### src/rtl/dmem_master_if.sv
// Pipeline-side request/response and data-memory signals of the dmem stall-protocol initiator.
// The master modport is the initiator's view; slave is the pipeline + memory side.
interface dmem_master_if;
  logic        req_valid_i;
  logic        req_ready_o;
  logic        req_we_i;
  logic [31:0] req_addr_i;
  logic [31:0] req_wdata_i;
  logic [2:0]  req_sign_mask_i;
  logic        resp_valid_o;
  logic [31:0] resp_rdata_o;
  logic        resp_err_o;
  logic [31:0] mem_addr_o;
  logic [31:0] mem_w_data_o;
  logic        mem_w_ena_o;
  logic        mem_r_ena_o;
  logic [2:0]  mem_sign_mask_o;
  logic [31:0] mem_r_data_i;
  logic        mem_stall_i;

  modport master (
    input  req_valid_i, req_we_i, req_addr_i, req_wdata_i, req_sign_mask_i,
           mem_r_data_i, mem_stall_i,
    output req_ready_o, resp_valid_o, resp_rdata_o, resp_err_o,
           mem_addr_o, mem_w_data_o, mem_w_ena_o, mem_r_ena_o, mem_sign_mask_o
  );

  modport slave (
    output req_valid_i, req_we_i, req_addr_i, req_wdata_i, req_sign_mask_i,
           mem_r_data_i, mem_stall_i,
    input  req_ready_o, resp_valid_o, resp_rdata_o, resp_err_o,
           mem_addr_o, mem_w_data_o, mem_w_ena_o, mem_r_ena_o, mem_sign_mask_o
  );
endinterface

### src/rtl/dmem_master.sv
// CPU-side initiator for the data-memory stall protocol: one load/store at a time,
// single-cycle enable pulse, then follows the memory's registered stall through rise and fall.
module dmem_master #(
  parameter int TIMEOUT_CYCLES = 16,
  parameter int CHECK_ALIGN    = 1
) (
  input  logic          clk_i,
  input  logic          rst_n_i,
  dmem_master_if.master bus
);
  localparam int CW = $clog2(TIMEOUT_CYCLES + 1);

  typedef enum logic [2:0] {
    S_IDLE, S_ISSUE, S_WAIT_HI, S_WAIT_LO, S_RESP, S_RESP_ERR
  } state_t;

  state_t      r_state, w_nxt;
  logic [CW-1:0] r_cnt;
  logic        r_we;
  logic [31:0] r_addr, r_wdata, r_rdata;
  logic [2:0]  r_sm;

  logic w_accept, w_bad, w_cap, w_clr_rdata;

  assign w_accept = bus.req_valid_i && (r_state == S_IDLE);

  always_comb begin
    w_bad = (bus.req_sign_mask_i[1:0] == 2'b11);
    if (CHECK_ALIGN != 0) begin
      if (bus.req_sign_mask_i[1:0] == 2'b01 && bus.req_addr_i[0])
        w_bad = 1'b1;
      if (bus.req_sign_mask_i[1:0] == 2'b10 && bus.req_addr_i[1:0] != 2'b00)
        w_bad = 1'b1;
    end
  end

  always_comb begin
    w_nxt       = r_state;
    w_cap       = 1'b0;
    w_clr_rdata = 1'b0;
    case (r_state)
      S_IDLE: if (w_accept) begin
        w_nxt       = w_bad ? S_RESP_ERR : S_ISSUE;
        w_clr_rdata = w_bad;
      end
      S_ISSUE: w_nxt = S_WAIT_HI;
      // Stall has priority over the timeout, so a stall seen in the last allowed cycle still wins.
      S_WAIT_HI: if (bus.mem_stall_i) w_nxt = S_WAIT_LO;
                 else if (r_cnt == CW'(TIMEOUT_CYCLES - 1)) begin
                   w_nxt       = S_RESP_ERR;
                   w_clr_rdata = 1'b1;
                 end
      S_WAIT_LO: if (!bus.mem_stall_i) begin
        w_nxt = S_RESP;
        w_cap = 1'b1;
      end
      S_RESP:     w_nxt = S_IDLE;
      S_RESP_ERR: w_nxt = S_IDLE;
      default:    w_nxt = S_IDLE;
    endcase
  end

  always_ff @(posedge clk_i) begin
    if (!rst_n_i) begin
      r_state <= S_IDLE;
      r_cnt   <= '0;
      r_we    <= 1'b0;
      r_addr  <= '0;
      r_wdata <= '0;
      r_sm    <= '0;
      r_rdata <= '0;
    end else begin
      r_state <= w_nxt;
      if (w_accept) begin
        r_we    <= bus.req_we_i;
        r_addr  <= bus.req_addr_i;
        r_wdata <= bus.req_wdata_i;
        r_sm    <= bus.req_sign_mask_i;
      end
      if (r_state == S_ISSUE)
        r_cnt <= '0;
      else if (r_state == S_WAIT_HI && !bus.mem_stall_i)
        r_cnt <= r_cnt + CW'(1);
      if (w_cap)
        r_rdata <= r_we ? 32'h0 : bus.mem_r_data_i;
      else if (w_clr_rdata)
        r_rdata <= 32'h0;
    end
  end

  // Enables decode from ISSUE only, so the memory never sees a stale enable.
  assign bus.req_ready_o     = (r_state == S_IDLE);
  assign bus.resp_valid_o    = (r_state == S_RESP) || (r_state == S_RESP_ERR);
  assign bus.resp_err_o      = (r_state == S_RESP_ERR);
  assign bus.resp_rdata_o    = r_rdata;
  assign bus.mem_w_ena_o     = (r_state == S_ISSUE) && r_we;
  assign bus.mem_r_ena_o     = (r_state == S_ISSUE) && !r_we;
  assign bus.mem_addr_o      = r_addr;
  assign bus.mem_w_data_o    = r_wdata;
  assign bus.mem_sign_mask_o = r_sm;
endmodule
### src/flat_wrapper.sv
// flat-port wrapper written by rule: the top's interface ports become plain ports
module dmem_master_flat 
#(
  parameter int TIMEOUT_CYCLES = 16,
  parameter int CHECK_ALIGN    = 1
)
  (clk_i, rst_n_i, bus_req_valid_i, bus_req_we_i, bus_req_addr_i, bus_req_wdata_i, bus_req_sign_mask_i, bus_mem_r_data_i, bus_mem_stall_i, bus_req_ready_o, bus_resp_valid_o, bus_resp_rdata_o, bus_resp_err_o, bus_mem_addr_o, bus_mem_w_data_o, bus_mem_w_ena_o, bus_mem_r_ena_o, bus_mem_sign_mask_o);
  dmem_master_if bus_i ();
  input  logic clk_i;
  input  logic rst_n_i;
  input wire logic [$bits(bus_i.req_valid_i)-1:0] bus_req_valid_i;
  input wire logic [$bits(bus_i.req_we_i)-1:0] bus_req_we_i;
  input wire logic [$bits(bus_i.req_addr_i)-1:0] bus_req_addr_i;
  input wire logic [$bits(bus_i.req_wdata_i)-1:0] bus_req_wdata_i;
  input wire logic [$bits(bus_i.req_sign_mask_i)-1:0] bus_req_sign_mask_i;
  input wire logic [$bits(bus_i.mem_r_data_i)-1:0] bus_mem_r_data_i;
  input wire logic [$bits(bus_i.mem_stall_i)-1:0] bus_mem_stall_i;
  output wire logic [$bits(bus_i.req_ready_o)-1:0] bus_req_ready_o;
  output wire logic [$bits(bus_i.resp_valid_o)-1:0] bus_resp_valid_o;
  output wire logic [$bits(bus_i.resp_rdata_o)-1:0] bus_resp_rdata_o;
  output wire logic [$bits(bus_i.resp_err_o)-1:0] bus_resp_err_o;
  output wire logic [$bits(bus_i.mem_addr_o)-1:0] bus_mem_addr_o;
  output wire logic [$bits(bus_i.mem_w_data_o)-1:0] bus_mem_w_data_o;
  output wire logic [$bits(bus_i.mem_w_ena_o)-1:0] bus_mem_w_ena_o;
  output wire logic [$bits(bus_i.mem_r_ena_o)-1:0] bus_mem_r_ena_o;
  output wire logic [$bits(bus_i.mem_sign_mask_o)-1:0] bus_mem_sign_mask_o;
  assign bus_i.req_valid_i = bus_req_valid_i;
  assign bus_i.req_we_i = bus_req_we_i;
  assign bus_i.req_addr_i = bus_req_addr_i;
  assign bus_i.req_wdata_i = bus_req_wdata_i;
  assign bus_i.req_sign_mask_i = bus_req_sign_mask_i;
  assign bus_i.mem_r_data_i = bus_mem_r_data_i;
  assign bus_i.mem_stall_i = bus_mem_stall_i;
  assign bus_req_ready_o = bus_i.req_ready_o;
  assign bus_resp_valid_o = bus_i.resp_valid_o;
  assign bus_resp_rdata_o = bus_i.resp_rdata_o;
  assign bus_resp_err_o = bus_i.resp_err_o;
  assign bus_mem_addr_o = bus_i.mem_addr_o;
  assign bus_mem_w_data_o = bus_i.mem_w_data_o;
  assign bus_mem_w_ena_o = bus_i.mem_w_ena_o;
  assign bus_mem_r_ena_o = bus_i.mem_r_ena_o;
  assign bus_mem_sign_mask_o = bus_i.mem_sign_mask_o;
  dmem_master #(.TIMEOUT_CYCLES(TIMEOUT_CYCLES), .CHECK_ALIGN(CHECK_ALIGN)) u_core (.clk_i(clk_i), .rst_n_i(rst_n_i), .bus(bus_i));
endmodule
### config.mk
export PLATFORM = sky130hd
export DESIGN_NAME = dmem_master_flat
export DESIGN_NICKNAME = d
export VERILOG_FILES = /design/src/rtl/dmem_master_if.sv /design/src/rtl/dmem_master.sv /design/src/flat_wrapper.sv
export SDC_FILE = /design/constraint.sdc
export NUM_CORES = 1
export LEC_CHECK = 0
export ABC_AREA = 1
export BUFFER_PORTS_ARGS = -buffer_cell sky130_fd_sc_hd__buf_4
export CORE_UTILIZATION = 48
export DETAILED_ROUTE_END_ITERATION = 6
export PLACE_DENSITY = 0.84
export REMOVE_ABC_BUFFERS = 1
export SYNTH_ARGS = -nofsm -noshare
export SYNTH_HDL_FRONTEND = slang
export SYNTH_SLANG_ARGS = --single-unit
### constraint.sdc
create_clock -name clk_i -period 2.5 [get_ports clk_i]
set_clock_uncertainty 0.05 [all_clocks]
set_input_delay 0.5 -clock clk_i [delete_from_list [all_inputs] [get_ports clk_i]]
set_output_delay 0.5 -clock clk_i [all_outputs]
set_load 0.02 [all_outputs]
; ---- Word-level counts from Yosys, hierarchy flattened
; Index checks and enable logic that the tools add are counted.
; Widths: inputs -> output; s select.
[word_totals]
regBits = 108
wordCells = 52
in_bits = 104
output_inout_bits = 104
[op_classes]
mux = 17
n_addsub = 1
bitwise = 1
eq_ne = 12
n_reduce_logical = 14
[op_table]
columns = operator, n
row1 = $mux 32, 3
row2 = $mux 3, 5
row3 = $pmux 3 s4, 1
row4 = $mux 1, 7
row5 = $eq 3x2->1 const B, 2
row6 = $eq 3x3->1 const B, 2
row7 = $logic_and 1x1->1, 6
row8 = $add 5x1->5 const B, 1
row9 = $eq 5x4->1 const B, 1
row10 = $eq 2x2->1 const B, 2
row11 = $reduce_bool 2->1, 2
row12 = $eq 3x1->1 const B, 1
row13 = $logic_not 3->1, 1
row14 = $ne 3x2->1 const B, 1
row15 = $reduce_and 3->1, 1
row16 = $eq 2x1->1 const B, 1
row17 = $logic_not 1->1, 2
row18 = $ne 2x1->1 const B, 1
row19 = $ne 2x2->1 const B, 1
row20 = $pmux 1 s2, 1
row21 = $reduce_or 2->1, 1
row22 = $logic_or 1x1->1, 1
row23 = $not 1->1, 1

; ---- Longest topological paths before layout
; Gate-level depths: netlist of run 1.
[logic_depth]
word_depth = 8
mapped_depth = 9
depth_no_buf = 8

; ---- Worst setup path before layout of run 1
; OpenSTA, ideal clock, no wires.
[synth_path]
path_kind = register to register
from = register u_core.r_cnt[0]
to = register u_core.r_rdata[22], in the netlist u_core.bus.resp_rdata_o[22]
stages_incl_launch_ff = 9
path_slack_ns = 0.926
required_ns = 2.380
period_less_slack_ns = 1.574
setup_time_ns = 0.070
path_buffers = 1
arrival_ns = 1.454
cell_sequence = dfxtp_1 > ha_1 > inv_1 > nor2_1 > ha_1 > nand4_1 > clkbuf_1 > nand4_1 > a21oi_1
[synth_between]
elab_chain_len = 5
[synth_rtl]
columns = element, line_no
row1 = start: declaration, dmem_master.sv:18  ; logic [CW-1:0] r_cnt;
row2 = start signal: assignment, dmem_master.sv:83  ; r_cnt <= r_cnt + CW'(1);
row3 = $eq 5x4->1, dmem_master.sv:49  ; else if (r_cnt == CW'(TIMEOUT_CYCLES - 1)) begin
row4 = $mux 1, dmem_master.sv:49
row5 = $mux 1, dmem_master.sv:48  ; S_WAIT_HI: if (bus.mem_stall_i) w_nxt = S_WAIT_LO;
row6 = $pmux 1 s2, dmem_master.sv:41  ; case (r_state)
row7 = $reduce_bool 2->1 (no source line), -
row8 = end signal: assignment, dmem_master.sv:85  ; r_rdata <= r_we ? 32'h0 : bus.mem_r_data_i;
row9 = end: declaration, dmem_master.sv:20  ; logic [31:0] r_addr, r_wdata, r_rdata;
; Every way passes these cells.
; A chain may end at the register's enable or synchronous reset.

; ---- Worst setup path in the final report of run 1
[layout_path]
from = register u_core.r_state[1]
to = register u_core.r_rdata[23], in the netlist u_core.bus.resp_rdata_o[23]
[layout_between]
elab_chain_len = 5
elab_cells_between_ends = 9
cone_classes = eq/ne: 2 / mux: 4 / reduce/logical: 3
[layout_rtl]
columns = element, line_no
row1 = start: declaration, dmem_master.sv:17  ; state_t r_state, w_nxt;
row2 = start signal: assignment, dmem_master.sv:73  ; r_state <= w_nxt;
row3 = $logic_not 3->1, "dmem_master.sv:25, dmem_master.sv:41"
row4 = $logic_and 1x1->1, dmem_master.sv:25  ; assign w_accept = bus.req_valid_i && (r_state == S_IDLE);
row5 = $mux 1, dmem_master.sv:42  ; S_IDLE: if (w_accept) begin
row6 = $pmux 1 s2, dmem_master.sv:41
row7 = $reduce_bool 2->1 (no source line), -
; Several ways; a longest one is shown, not always the timed one.

==> metrics.cfg, run 1 <==
[setup_path]
rr_worst_depth = 8
path_delay_family = buffers and inverters
cp.arrival_ns = 2.24
cp_num_cells = 8
cp_max_fo = 23
crit_type = reg2reg
critPathCapture = u_core.bus.resp_rdata_o[23]
critPathCaptureType = register
path_buf_inv = 3
reg2reg_from = u_core.r_state[1]
cp-start-kind = register
r2r_slack_ns = 0.48
critPathMaxStageDelay_ns = 0.49
worstPathRequired_ns = 2.72
crit_start = u_core.r_state[1]
crit_top_cell = buf_4
slowest_stage = dfxtp_1
worstPathCellList = inv_1 > nand2_2 > nor2_4 > buf_4 > nand2_1 > buf_4 > nand4_1 > a21oi_1
r2r-end = u_core.bus.resp_rdata_o[23]

[floorplanning]
core.rowCount = 32
core_um2 = 7890
io_pins = 208
chipHeight_um = 93.4
die_x_um = 93.4
start_util_pct = 50.8
die_area_um2 = 8720

[placement]
pre_cts_ws_ns = 0.458
port_buffers = 207
globalplace.congestion = 0.845
dp_cells = 789
dp_hpwl_um = 8310

[timing]
hold_viol = 0
fmax_mhz = 495
min_period_ns = 2.02
rsz0062_at_grt = no
setup_viol_count_final = 0
holdWs_ns = 0.310
final_max_slew_viol_count = 0
tightest_slew_ns = 1.08
worst_slack_ns = 0.479
post-route-period-util_pct = 80.8
slew_headroom_pct = 27.8
setup_tns_ns = 0

[layout]
mostFrequentLayoutCells = buf_4 (215), nor2_1 (138), dfxtp_1 (108), o21ai_0 (71), nand2_1 (45)
layoutNonFillerInstCount = 805
layout_commonest_cell = buf_4
num-fill-cells = 642
nets = 804
drive_gt1_share_pct = 33.7
antenna_cells = 0
syn_to_final_growth_pct = 43.9

[clocking]
root_buffer = clkbuf_8
cts_buffers = 9
max-clock-path-buffers = 2
cts.sinks = 108
insertion_delay_ns = 0.34
path_clk_slew_ns = 0.11
cts_tree = yes
postCtsHoldBufs = 0
postCtsSetupBuffers = 0
h-tree-depth = 3
ctsResizeCount = 0

[detailed_routing]
wl_per_cell_um = 14.5
remaining_drc_errors = 0
drt-vias-per-instance = 5.14
drtAntennaViolNets = 0
dr.pass1.iters = 4
routed_wl_um = 11700
via_count = 4140
drtIter0Drc = 191

[global_route]
grt-ovfl-total = 0
grt_max_degree = 67
grt_pass1_vias = 3946
antenna_found_initial = 0
grt_use_total_pct = 26.4
grt_pass1_wl_um = 18300

[synthesis]
synth_area_leaders = dfxtp_1 (54%), nor2_1 (13%), o21ai_0 (8.9%), nand4_1 (5.3%), a21oi_1 (4.7%)
synth.avg_cell_area_um2 = 7.86
synth-seq-cells = 108
yosysWarnings = 0
syn_inst = 510
ys_seq_area_share_pct = 54.0
syn_area_um2 = 4010
synth_cell_types = 25
synth_top_area_cell = dfxtp_1
synth_top_area_share_pct = 54.0

[power_and_ir_drop]
p_per_area_nw_per_um2 = 765
peakVddDrop_v = 0.000447
leakagePower_nw = 2.72

[flow_run]
cap_violations = 0

[min_path]
min_from = bus_req_wdata_i[7]
hold_path.class = in2reg

[status]
outcome = finished, final reports clean

## cell families (layout without fill, tap and decap cells)
group,count (synthesis),after routing,share of synthesized area [%]
AO/OA/AOI/OAI,112,112,14.1
AND/OR/NAND/NOR,231,231,24.9
XOR/XNOR,1,1,0.219
adder cells (fa/ha/maj),2,2,0.625
buffers and inverters,56,249,6.18
flip-flops,108,108,54.0
## worst min-delay path: cells and delay by family
family | cells | cell delay (ns)
buffers and inverters | 1 | 0.08
and+or+nand+nor | 2 | 0.11
## synthesized netlist by cell type
cell      instances
nand2_2           1
or2_2             1
nor2_1          138
nor2_2            1
inv_1            17
nor3b_1           1
o211ai_1          1
buf_2             9
nand4_1          34
a211oi_1          1
o21ai_0          71
nand3_1           4
buf_4             3
nand2_1          45
dfxtp_1         108
a31oi_1           1
nand4_2           1
nor2_4            2
clkbuf_1         24
buf_6             2
a21oi_1          38
ha_1              2
nor3_1            3
inv_2             1
xor2_1            1
## area by class of cell
class / instances / area, um^2 / area share, %
Multi-Input combinational cell: 346 / 1600 / 27.7
Inverter: 18 / 67.6 / 1.17
Clock buffer: 10 / 128 / 2.21
Sequential cell: 108 / 2160 / 37.5
Clock inverter: 6 / 70.1 / 1.22
Tap cell: 102 / 128 / 2.21
Timing Repair Buffer: 215 / 1610 / 28.0
## metrics by stage
stage | utilization (%) | power (mW) | cell area, um^2
after floorplan | - | 2.74 | 3830
after global placement | 70.6 | 3.35 | 5570
after detailed placement | 70.6 | 3.39 | 5570
after CTS | 73.1 | 4.44 | 5770
after global routing | 73.1 | 4.64 | 5770
final | 73.1 | 4.41 | 5770
## layer usage
| metal | track usage (%) | part of all wire, % | wire length [um] |
|---|---|---|---|
| met1 | 31.0 | 40 | 4650 |
| met2 | 44.7 | 50 | 5860 |
| met3 | 5.37 | 5.6 | 656 |
| met4 | 15.1 | 4.2 | 493 |
| met5 | 0 | 0 | 0 |
## sequential cells by signal, indices dropped and copies added, names as in the netlist
register and count:
u_core.bus.mem_addr_o 32, u_core.bus.mem_sign_mask_o 3, u_core.bus.mem_w_data_o 32, u_core.bus.resp_rdata_o 32
u_core.r_cnt 5, u_core.r_state 3, u_core.r_we 1
## worst min path at each step
stage / cells past startpoint / endpoint / slack, ns
detailed placement: 2 / u_core.r_cnt[4] / 0.42
global placement: 2 / u_core.r_cnt[4] / 0.41
finish: 3 / u_core.bus.mem_w_data_o[7] / 0.31
CTS: 3 / u_core.bus.mem_w_data_o[7] / 0.30
global route: 3 / u_core.bus.mem_w_data_o[4] / 0.30
floorplan: 2 / u_core.r_cnt[4] / 0.40
## report_power, final
group          total (mW)  internal, mW  switching (mW)
logic                1.28         0.515           0.769
clock network        1.06         0.476           0.586
registers            2.06          1.94           0.124
No activity file was read; power rests on OpenSTA's default activity.
==> inputs of run 2 (changes only) <==
- ABC_AREA: 1 -> 0
- CORE_UTILIZATION: 48 -> 45
- PLACE_DENSITY: 0.84 -> 0.79
- clock period: 2.5 -> 2 ns (I/O delays scaled with it)
==> run 2 against run 1 <==
Net effect:
- setup slack worse by 0.42 ns
- die area up 8.4%
- combinational power is 7% higher
- sequential share of layout area down 1.5 points
- core utilization fell by 4.6 points
- critical endpoint is now bus_resp_err_o
==> metrics.cfg, run 2 <==
[status]
outcome = finished, final reports clean

[detailed_routing]
wl_per_cell_um = 14.9  ; +3.2%
wl_met2_um = 5400  ; -7.8%
remaining_drc_errors = 0  ; unchanged
top_layer_used = met4
via_count = 4051  ; -2.1%
drtAntennaViolNets = 0  ; unchanged
drtIter0Drc = 146  ; -24%
wl_met1_um = 4760  ; +2.4%
wl_met3_um = 1090  ; +66%
dr.pass1.iters = 4  ; unchanged
routed_wl_um = 11400  ; -2.1%
drt-vias-per-instance = 5.30  ; +3.1%

[min_path]
hold_path.class = in2reg

[synthesis]
synth_top_area_cell = dfxtp_1
yosysWarnings = 0  ; unchanged
synthTopCellsByCount = nand2_1 (138), dfxtp_1 (108), a21oi_1 (71)
synth-seq-cells = 108  ; unchanged
synth_top_area_share_pct = 53.0  ; -0.98 points
synth.avg_cell_area_um2 = 8.79  ; +12%
ys_seq_area_share_pct = 53.0  ; -0.98 points
synth_area_leaders = dfxtp_1 (53%), nand2_1 (13%), a21oi_1 (8.7%), o2bb2ai_1 (6.9%), o311ai_0 (6.9%)
syn_inst = 464  ; -9.0%
yosysMostFrequentCell = nand2_1
async_flop_share_pct = 0  ; unchanged
syn_area_um2 = 4080  ; +1.8%
synth_edf_count = 0  ; unchanged
synth_cell_types = 34  ; +36%
synth_flop_cell = dfxtp_1

[power_and_ir_drop]
p_clk_share_pct = 27.8  ; +3.7 points
peakVddDrop_v = 0.000552  ; +23%
p_sw_share_pct = 31.0  ; -2.5 points
power_mw = 5.29  ; +20%
p_sw_mw = 1.64  ; +11%
power_frac_comb_pct = 25.8  ; -3.3 points
p_per_area_nw_per_um2 = 881  ; +15%
power_frac_seq_pct = 46.3  ; -0.5 points
leakagePower_nw = 2.57  ; -5.6%
internal_power_mw = 3.65  ; +24%

[flow_run]
cap_violations = 0  ; unchanged

[setup_path]
crit_top_cell = buf_4
worstPathRequired_ns = 1.55  ; -1.17 ns
cp-start-kind = register
cp_max_fo = 13  ; -43%
cp.arrival_ns = 1.49  ; -0.75 ns
critPathMaxStageDelay_ns = 0.42  ; -0.07 ns
critPathCaptureType = output pin
worstPathCellList = buf_4 > nor2b_1 > and2_1 > buf_4
slowest_stage = dfxtp_1
crit_type = reg2out
r2r_slack_ns = 0.16  ; -0.32 ns

[timing]
setup_viol_count_final = 0  ; unchanged
min_period_ns = 1.94
worst_slack_ns = 0.0610  ; -0.418 ns
final_max_slew_viol_count = 0  ; unchanged
tightest_slew_ns = 0.414  ; -0.668 ns
fmax_mhz = 516
rsz0062_at_grt = no
slew_headroom_pct = 72.3  ; +44 points
post-route-period-util_pct = 97.0
hold_viol = 0  ; unchanged

[global_route]
grt_pass1_wl_um = 18000  ; -1.8%
antenna_found_initial = 0  ; unchanged
grt_max_degree = 69  ; +3.0%
grt_pass1_vias = 3755  ; -4.8%
grt-ovfl-total = 0  ; unchanged
grt_use_total_pct = 23.2  ; -3.2 points

[clocking]
cts_buffers = 9  ; unchanged
h-tree-depth = 3  ; unchanged
postCtsHoldBufs = 0  ; unchanged
cts_tree = yes
postCtsSetupBuffers = 0  ; unchanged
ctsResizeCount = 3  ; +3
root_buffer = clkbuf_8
path_clk_slew_ns = 0.11  ; about the same
max-clock-path-buffers = 2  ; unchanged
cts.sinks = 108  ; unchanged
insertion_delay_ns = 0.35  ; about the same

[layout]
nets = 758  ; -5.7%
syn_to_final_growth_pct = 47.1
antenna_cells = 0  ; unchanged
num-fill-cells = 733  ; +14%
layout_commonest_cell = buf_4
drive_gt1_share_pct = 37.5  ; +3.8 points
mostFrequentLayoutCells = buf_4 (214), nand2_1 (138), dfxtp_1 (107), a21oi_1 (71)

[floorplanning]
die_area_um2 = 9450  ; +8.4%
core_um2 = 8760  ; +11%
die_x_um = 97.2  ; +4.1%
start_util_pct = 46.6  ; -4.2 points
chipHeight_um = 97.2  ; +4.1%
core.rowCount = 34  ; +6.3%
io_pins = 208  ; unchanged

[placement]
port_buffers = 207  ; unchanged
dp_hpwl_um = 7860  ; -5.4%
globalplace.congestion = 0.745  ; -12%
pre_cts_ws_ns = 0.219  ; -0.238 ns

==> run 2: changes by cell type after synthesis, sizes merged, moves of 15 or more <==
cell	delta
nand4	-35
nor2	-136
a21oi	+33
nand2	+92
o21ai	-68
o311ai	+32
inv	-15
o2bb2ai	+32
==> run 2: final cells by class <==
| type | count | area (um^2) | share of cell area, % |
|---|---|---|---|
| clock buffers | 10 | 138 | 2.29 |
| flip-flops and latches | 108 | 2160 | 36.0 |
| repair buffers | 220 | 1730 | 28.8 |
| inverters | 3 | 11.3 | 0.188 |
| clock inverters | 5 | 85.1 | 1.42 |
| well taps | 108 | 135 | 2.25 |
| multi-input cells | 310 | 1740 | 29.0 |
==> run 2: logic make-up (layout without fill, tap and decap cells) <==
family / count (synthesis) / after routing / share of synthesized area [%]
XOR/XNOR: 1 / 1 / 0.215
adder cells (fa/ha/maj): 2 / 2 / 0.613
AND/OR/NAND/NOR: 164 / 164 / 17.3
AO/OA/AOI/OAI: 143 / 143 / 23.9
flip-flops: 108 / 108 / 53.0
buffers and inverters: 46 / 238 / 4.94
==> run 2: final timing paths <==
path,endpoint,cells past startpoint,start
setup / recovery,bus_resp_err_o,4,u_core.r_state[2]
hold / removal,u_core.bus.resp_rdata_o[0],2,bus_mem_r_data_i[0]
setup reg to reg,u_core.bus.resp_rdata_o[2],7,u_core.r_cnt[0]
hold reg to reg,u_core.bus.mem_sign_mask_o[1],2,u_core.bus.mem_sign_mask_o[1]
==> run 2: power groups by stage <==
stage / sequential, mW / combinational [mW] / clock, mW
2_1_floorplan: 2.69 / 0.464 / 0
3_3_place_gp: 2.48 / 1.34 / 0
3_5_place_dp: 2.49 / 1.36 / 0
4_1_cts: 2.45 / 1.37 / 1.51
5_1_grt: 2.47 / 1.47 / 1.61
6_report: 2.45 / 1.37 / 1.47
==> run 2: layer usage <==
layer  vias up  GRT usage (%)
met5         -              0
met4         0           7.01
met3        13           7.77
met2       164           38.1
met1      1872           29.0
li1       2002              -
==> run 2: critical path, delay by kind of cell (launching register included) <==
kind,cells,cell delay [ns]
AND/OR/NAND/NOR,2,0.36
flip-flops,1,0.42
buffers and inverters,2,0.36
==> run 2: metrics by stage <==
stage          setup TNS, ns  instance area (um^2)  hold slack, ns  cells  utilization (%)
5_1_grt                    0                  6000           0.168    764             68.5
3_3_place_gp               0                  5760           0.393    749             65.7
2_1_floorplan         -97.42                  3890           0.403    421                -
4_1_cts             -0.00866                  5990           0.166    764             68.4
3_5_place_dp               0                  5760           0.398    749             65.7
6_report                   0                  6000           0.181    764             68.5
==> inputs of run 3 (changes only) <==
- REMOVE_ABC_BUFFERS: 1 -> unset
==> run 3 against run 2 <==
Net effect:
- first-iteration DRC count decreased by 1.4%
- count of clock-buffer cells in the layout up 1
- clock power decreased by 5%
- die area unchanged
==> metrics.cfg, run 3 (synthesis gave the netlist of run 2 again) <==
[setup_path]
path_delay_family = flip-flops
crit_start = u_core.r_state[2]
reg2reg_from = u_core.r_state[1]
path_buf_inv = 2  ; unchanged
worstPathCellList = buf_4 > nor2b_1 > and2_1 > buf_4
critPathMaxStageDelay_ns = 0.43  ; about the same
worstPathRequired_ns = 1.55  ; about the same
critPathCaptureType = output pin
cp.arrival_ns = 1.39  ; -0.10 ns
rr_worst_depth = 4  ; -3
r2r_slack_ns = 0.23  ; +0.07 ns
crit_type = reg2out
r2r-end = u_core.r_cnt[3]
crit_top_cell = buf_4
cp_max_fo = 10  ; -3
cp-start-kind = register
slowest_stage = dfxtp_2

[layout]
multi_input_area_um2 = 1730  ; -0.57%
layout_commonest_cell = buf_4
antenna_cells = 0  ; unchanged
num-fill-cells = 735  ; +0.27%
syn_to_final_growth_pct = 46.6
drive_gt1_share_pct = 37.6  ; +0.13 points
seqCellArea_um2 = 2160  ; about the same
nets = 760  ; +0.26%
layoutNonFillerInstCount = 767  ; +0.39%
mostFrequentLayoutCells = buf_4 (217), nand2_1 (138), dfxtp_1 (106), a21oi_1 (71)

[floorplanning]
core.rowCount = 34  ; unchanged
die_area_um2 = 9450  ; unchanged
chipHeight_um = 97.2  ; unchanged
die_x_um = 97.2  ; unchanged
start_util_pct = 46.6  ; unchanged
io_pins = 208  ; unchanged
core_um2 = 8760  ; unchanged

[clocking]
path_clk_slew_ns = 0.11  ; about the same
h-tree-depth = 3  ; unchanged
postCtsSetupBuffers = 0  ; unchanged
cts_tree = yes
root_buffer = clkbuf_8
max-clock-path-buffers = 2  ; unchanged
cts.sinks = 108  ; unchanged
postCtsHoldBufs = 0  ; unchanged
insertion_delay_ns = 0.35  ; about the same
ctsResizeCount = 1  ; -2
cts_buffers = 9  ; unchanged

[min_path]
hold_depth = 2  ; unchanged
hold_path.class = in2reg
min_from = bus_mem_r_data_i[6]
hold_end = u_core.bus.resp_rdata_o[6]

[timing]
setup_viol_count_final = 0  ; unchanged
post-route-period-util_pct = 92.2  ; -4.7 points
setup_tns_ns = 0  ; unchanged
fmax_mhz = 542  ; +5.1%
hold_viol = 0  ; unchanged
final_max_slew_viol_count = 0  ; unchanged
rsz0062_at_grt = no
min_period_ns = 1.84  ; -0.0941 ns
slew_headroom_pct = 52.6  ; -20 points
tightest_slew_ns = 0.711  ; +0.297 ns

[global_route]
antenna_found_initial = 0  ; unchanged
grt_use_total_pct = 23.5  ; +0.31 points
grt_pass1_vias = 3926  ; +4.6%
grt_pass1_wl_um = 18400  ; +2.3%
grt-ovfl-total = 0  ; unchanged
groute.layer.met1.usage_pct = 28.3  ; -0.69 points
grt_use_met2_pct = 39.7  ; +1.6 points
busiest_layer = met2
grt_max_degree = 69  ; unchanged
met3_usage_pct = 6.76  ; -1.0 points

[detailed_routing]
dr.pass1.iters = 4  ; unchanged
remaining_drc_errors = 0  ; unchanged
routed_wl_um = 11400  ; -0.46%
drtAntennaViolNets = 0  ; unchanged
drt-vias-per-instance = 5.29  ; -0.32%
via_count = 4054  ; +0.074%
drtIter0Drc = 144  ; -1.4%
wl_per_cell_um = 14.8  ; -0.84%

[synthesis]
synth.net_count = 570

[flow_run]
cap_violations = 0  ; unchanged

[placement]
port_buffers = 207  ; unchanged
dp_cells = 751  ; +0.27%
globalplace.congestion = 0.765  ; +2.8%
dp_hpwl_um = 7910  ; +0.64%

[power_and_ir_drop]
peakVddDrop_v = 0.000488  ; -12%
p_per_area_nw_per_um2 = 872  ; -1.1%
leakagePower_nw = 2.57  ; about the same

[status]
outcome = finished, final reports clean

## run 3: worst max-delay path by stage
stage,endpoint,slack (ns),depth (start not counted)
2_1_floorplan,bus_resp_err_o,0.14,4
3_3_place_gp,u_core.bus.mem_addr_o[2],0.27,5
3_5_place_dp,u_core.bus.resp_rdata_o[10],0.17,5
4_1_cts,bus_resp_err_o,0.02,4
5_1_grt,bus_mem_w_ena_o,0.07,4
6_report,bus_resp_err_o,0.16,4
## run 3: report_power, final
part / total (mW) / switching (mW) / internal (mW)
registers: 2.44 / 0.109 / 2.33
clock network: 1.39 / 0.756 / 0.633
logic: 1.39 / 0.797 / 0.593
total: 5.22 / 1.66 / 3.55
## run 3: area by class of cell
cell class,count,area share (%)
Clock inverter,5,1.13
Tap cell,108,2.26
Multi-Input combinational cell,310,29.0
Timing Repair Buffer,222,28.9
Inverter,3,0.188
Clock buffer,11,2.36
Sequential cell,108,36.2
## run 3: stage by stage
stage	area (um^2)	total power, mW	util [%]	worst slack [ns]	hold slack (ns)
finish	5980	5.22	68.3	0.155	0.184
global route	5980	5.48	68.3	0.0729	0.166
CTS	5970	5.26	68.2	0.0214	0.170
detailed placement	5760	3.87	65.8	0.166	0.399
global placement	5760	3.83	65.8	0.270	0.392
floorplan	4080	3.22	-	0.138	0.403
## run 3: per-layer routing
layer,wire (um),share of wire [%],up-vias
li1,-,-,2013
met4,275,2.4,0
met5,0,0,-
met2,5560,49,145
met3,746,6.6,26
met1,4790,42,1870
